$ cat config.mk
export PLATFORM = sky130hd
export DESIGN_NAME = bus_initiator
export DESIGN_NICKNAME = d
export VERILOG_FILES = /design/src/rtl/bus_initiator.sv
export SDC_FILE = /design/constraint.sdc
export NUM_CORES = 1
export LEC_CHECK = 0
export CORE_MARGIN = 2
export CORE_UTILIZATION = 25
export DETAILED_ROUTE_END_ITERATION = 10
export SLEW_MARGIN = 20
export SYNTH_ARGS = -nofsm -noshare
export SYNTH_HDL_FRONTEND = slang
export SYNTH_SLANG_ARGS = --single-unit
$ cat constraint.sdc
create_clock -name clk -period 1.4 [get_ports clk]
set_input_delay 0.21 -clock clk [delete_from_list [all_inputs] [get_ports clk]]
set_output_delay 0.21 -clock clk [all_outputs]
set_load 0.05 [all_outputs]
$ cat src/rtl/bus_initiator.sv
// bus_initiator: initiator side of the native parallel bus.
// Takes one request at a time on a valid/ready handshake, drives
// addr/wdata through setup, strobe and hold phases, then pulses rsp_valid.
//
// state  | meaning
// IDLE   | ready for a request; addr/wdata keep their last values
// SETUP  | addr/wdata stable, r_wn high, waiting before the strobe
// STROBE | r_wn low for writes, high for reads; reads sample rdata on the last edge
// HOLD   | addr/wdata stable after the strobe; rsp_valid follows on the final edge
module bus_initiator #(
    parameter int ADDR_WIDTH    = 8,
    parameter int DATA_WIDTH    = 8,
    parameter int SETUP_CYCLES  = 1,
    parameter int STROBE_CYCLES = 2,
    parameter int HOLD_CYCLES   = 1
) (
    input  logic                  clk,
    input  logic                  rst_n,
    input  logic                  req_valid,
    output logic                  req_ready,
    input  logic                  req_r_wn,
    input  logic [ADDR_WIDTH-1:0] req_addr,
    input  logic [DATA_WIDTH-1:0] req_wdata,
    output logic                  rsp_valid,
    output logic [DATA_WIDTH-1:0] rsp_rdata,
    output logic                  r_wn,
    output logic [ADDR_WIDTH-1:0] addr,
    output logic [DATA_WIDTH-1:0] wdata,
    input  logic [DATA_WIDTH-1:0] rdata
);

    localparam int MAX_SP = (SETUP_CYCLES > STROBE_CYCLES) ? SETUP_CYCLES : STROBE_CYCLES;
    localparam int MAX_PH = (MAX_SP > HOLD_CYCLES) ? MAX_SP : HOLD_CYCLES;
    localparam int CNT_W  = $clog2(MAX_PH) + 1;

    localparam logic [CNT_W-1:0] SETUP_LOAD  = CNT_W'(SETUP_CYCLES - 1);
    localparam logic [CNT_W-1:0] STROBE_LOAD = CNT_W'(STROBE_CYCLES - 1);
    localparam logic [CNT_W-1:0] HOLD_LOAD   = CNT_W'(HOLD_CYCLES - 1);
    localparam logic [CNT_W-1:0] CNT_ONE     = CNT_W'(1);

    typedef enum logic [1:0] {
        IDLE   = 2'd0,
        SETUP  = 2'd1,
        STROBE = 2'd2,
        HOLD   = 2'd3
    } state_e;

    state_e                  state_q, state_d;
    logic [CNT_W-1:0]        cnt_q, cnt_d;
    logic                    op_read_q, op_read_d;
    logic [ADDR_WIDTH-1:0]   addr_q, addr_d;
    logic [DATA_WIDTH-1:0]   wdata_q, wdata_d;
    logic                    r_wn_q, r_wn_d;
    logic                    rsp_valid_q, rsp_valid_d;
    logic [DATA_WIDTH-1:0]   rsp_rdata_q, rsp_rdata_d;

    logic accept;
    logic cnt_zero;

    assign accept   = (state_q == IDLE) && req_valid;
    assign cnt_zero = (cnt_q == '0);

    // State register
    always_ff @(posedge clk or negedge rst_n) begin
        if (!rst_n) begin
            state_q <= IDLE;
        end else begin
            state_q <= state_d;
        end
    end

    // Next-state logic: each phase advances when its counter reaches zero
    always_comb begin
        state_d = state_q;
        case (state_q)
            IDLE:    if (accept)   state_d = SETUP;
            SETUP:   if (cnt_zero) state_d = STROBE;
            STROBE:  if (cnt_zero) state_d = HOLD;
            HOLD:    if (cnt_zero) state_d = IDLE;
            default:               state_d = IDLE;
        endcase
    end

    // Output/datapath next values: phase counter, bus latches, read capture, response pulse
    always_comb begin
        cnt_d       = cnt_q;
        op_read_d   = op_read_q;
        addr_d      = addr_q;
        wdata_d     = wdata_q;
        rsp_rdata_d = rsp_rdata_q;
        case (state_q)
            IDLE: begin
                if (accept) begin
                    addr_d    = req_addr;
                    wdata_d   = req_wdata;
                    op_read_d = req_r_wn;
                    cnt_d     = SETUP_LOAD;
                end
            end
            SETUP: begin
                cnt_d = cnt_zero ? STROBE_LOAD : (cnt_q - CNT_ONE);
            end
            STROBE: begin
                if (cnt_zero) begin
                    cnt_d = HOLD_LOAD;
                    if (op_read_q) begin
                        rsp_rdata_d = rdata;
                    end
                end else begin
                    cnt_d = cnt_q - CNT_ONE;
                end
            end
            HOLD: begin
                cnt_d = cnt_zero ? '0 : (cnt_q - CNT_ONE);
            end
            default: begin
                cnt_d = '0;
            end
        endcase
        // r_wn is registered from the next state so it never glitches on the bus
        r_wn_d      = !((state_d == STROBE) && !op_read_q);
        rsp_valid_d = (state_q == HOLD) && cnt_zero;
    end

    // Datapath and registered bus outputs
    always_ff @(posedge clk or negedge rst_n) begin
        if (!rst_n) begin
            cnt_q       <= '0;
            op_read_q   <= 1'b1;
            addr_q      <= '0;
            wdata_q     <= '0;
            r_wn_q      <= 1'b1;
            rsp_valid_q <= 1'b0;
            rsp_rdata_q <= '0;
        end else begin
            cnt_q       <= cnt_d;
            op_read_q   <= op_read_d;
            addr_q      <= addr_d;
            wdata_q     <= wdata_d;
            r_wn_q      <= r_wn_d;
            rsp_valid_q <= rsp_valid_d;
            rsp_rdata_q <= rsp_rdata_d;
        end
    end

    assign req_ready = (state_q == IDLE);
    assign rsp_valid = rsp_valid_q;
    assign rsp_rdata = rsp_rdata_q;
    assign r_wn      = r_wn_q;
    assign addr      = addr_q;
    assign wdata     = wdata_q;

endmodule
==> impl_results.md <==
* Clock latency on the worst-skew pair at 0.27 ns
* Final setup violation count at 0
* WP data required at 1.55 ns
* Most common cell after layout, fill and taps aside: buf_12
* Number of synthesized flops with an enable pin at 0
* Post-synthesis cell area at 1280 um2
* Sink Count at 31
* TritonCTS clock tree: yes
* Mapped Avg Cell Area at 16.0 um2
* Total Routed Length at 2870 um
* Static leakage at 0.998 nW
* Peak VDD IR at just over 1 mV
* CTS HTree Levels at 2
* Maxcap violations at 0
* Min Hold Slack at approximately 0.3 ns
* Number of cell rows at 26
* Cell family with most CP delay: flip-flops
* Number of fill cells at 472
* CP max stage delay at 0.47 ns
* Vias in the first global route at 1016
* Final design utilization at between 40% and 50%
* Slew headroom at 86.6%
* Global route overflow at 0
* Number of diodes at 0
* Total global-route track usage at 11.5%
* Iter 0 DRT Violations at 54
* Slowest cell on crit path: dfrtp_2
* Crit Reg-Reg Startpoint: state_q[0]
* CP startpoint: state_q[0]
* Fin Clk Skew at 0.00743 ns
* CTS clk-pin slew, worst paths at about 0.07 ns
* Status: finished clean
* Non-Filler Instances at 214
* Post-synthesis sequential area ratio at 60.8%
* Cells after DPL at 206
* Simple-gate portion of the synthesized area at 6.74%
* Syn Nets at 108
* Antenna Nets Post-Route at 0
* Critical Path Fanout Max at 10
* Crit share post-route at 96.9%
* Syn Inst Count at 80
* Max Slew Vio Count at 0
* CP arrival at 1.51 ns
* Via count at 886
* Layout cells sized above 1 at 49.3%
* CP Class: flop to flop
* Worst setup EP type: flop
* Root buffer cell: clkbuf_8
* First-pass DRT Iterations at 4
* Final min period at approximately 1.4 ns
* Die ar. at roughly 5700 um2
* CP bufs+invs at 1
* Fmax at 0.737 GHz
* Number of nets in the layout at 171
* Post-synthesis adder-cell area fraction at 0%
* Tightest Pin Transition at between 0.2 and 0.25 ns
* TritonCTS Buffers at 5
* HPWL Detailed at 2160 um
* Pin count of the biggest net entering global routing at 32
* Initial antenna violation count at 0
* Setup TNS at 0 ns
* Largest family of logic cells by synthesized area: multiplexers
* Layout area overhead at 79.9%
* Yosys warning count at 0
* RSZ-0062 raised after global routing: false
* Clock buffer depth at 2
* Core Area at between 5000 and 6000 um2
* Global placement routability congestion at 0.649
* I/O Pins at 55
* Xor/xnor cell area share of the yosys netlist at 0.684%
* Routed len/inst at 13.4 um
* Die W at between 70 and 80 um
* Power Density at around 2900 nW/um2
* First-pass GRT wire length at roughly 4800 um
* Initial Util at approximately 26%
* Detailed-route DRC error count at 0
* Hold-fix buffers, CTS at 0
* Total power at 6.78 mW
* IO Port Bufs at 54
* Die H at ~76 um
* Post-synthesis compound-gate area fraction at 2.15%
* Most frequent cells in the layout: 30 x buf_12, 28 x dfrtp_1, 27 x clkdlybuf4s50_1
* Vias per cell at 4.14
* Multiplexer area fraction after synthesis at between 20% and 30%
* Final hold violation count at 0
* Synth cell types at 23
* Yosys reg bits at 31
* Critical Path Source Type: flop
* Class of the worst hold path: input port to asynchronous set/reset pin
* Async set-reset flop share out of synthesis at 100%
* Main flop type after synthesis: dfrtp_1
* Cell Chain, Critical Path: nor2_4 -> and2_4 -> buf_12 -> mux2_2
-- routing by layer --
| metal | routed length (um) | global-route usage, % | up-vias |
|---|---|---|---|
| met5 | 0 | 0 | - |
| met4 | 30 | 3.90 | 0 |
| met3 | 193 | 4.63 | 5 |
| met2 | 1620 | 20.4 | 44 |
| met1 | 1020 | 12.4 | 433 |
| li1 | - | - | 404 |
-- flip-flops by register name, indices dropped and copies added (netlist names) --
name and cells:
wdata 8, state_q 2, op_read_q 1, cnt_q 2
rsp_valid 1, addr 8, rsp_rdata 8, r_wn 1
-- per-stage QoR --
stage / cell area [um2] / worst slack [ns]
after floorplan: 1280 / -0.261
after global placement: 2210 / -0.0616
after detailed placement: 2210 / -0.100
after CTS: 2300 / 0.0276
after global routing: 2300 / 0.000638
final: 2300 / 0.0434
-- power breakdown --
| part | switching (mW) | leakage (nW) | internal (mW) | total [mW] |
|---|---|---|---|---|
| registers | 0.503 | 0.366 | 1.37 | 1.87 |
| logic | 2.00 | 0.590 | 2.26 | 4.26 |
| clock network | 0.300 | 0.0422 | 0.348 | 0.648 |
| total | 2.80 | 0.998 | 3.98 | 6.78 |
-- final cells by class --
| type | count | area [um2] | share of cell area, % |
|---|---|---|---|
| Timing Repair Buffer | 60 | 893 | 38.8 |
| Sequential cell | 31 | 779 | 33.9 |
| Multi-Input combinational cell | 44 | 457 | 19.8 |
| Tap cell | 70 | 87.6 | 3.80 |
| Clock buffer | 7 | 76.3 | 3.32 |
| Clock inverter | 1 | 5.00 | 0.217 |
| Inverter | 1 | 3.75 | 0.163 |
-- synth_stat cells (2+ instances only) --
cell type / instances / area, um2
nor2_1: 2 / 7.51
a21oi_1: 2 / 10.0
mux2_2: 16 / 180
and3_1: 2 / 12.5
buf_6: 2 / 22.5
dfstp_2: 2 / 52.6
dfrtp_1: 29 / 726
o21ai_0: 2 / 10.0
mux2_4: 9 / 135
-- final timing paths --
check | slack [ns] | cells past startpoint | end
setup / recovery | 0.04 | 4 | addr[2]
max in group asynchronous | 0.86 | 2 | op_read_q
setup reg to reg | 0.04 | 4 | addr[2]
min in group clk | 0.55 | 1 | r_wn
hold reg to reg | 0.55 | 1 | r_wn
hold / removal | 0.30 | 2 | rsp_valid
-- cells by family after synthesis --
family / after synthesis
xor gates and xnor gates: 1
AOI/OAI and AO/OA: 5
muxes: 26
DFF: 31
buffers and inverters: 5
and+or+nand+nor: 12
-- repair_timing --
item	4_1_cts	5_1_grt
endpoints found under the setup margin	10	0
resized for setup	2	0
setup buffers	0	0
No activity file was read; power rests on OpenSTA's default activity.
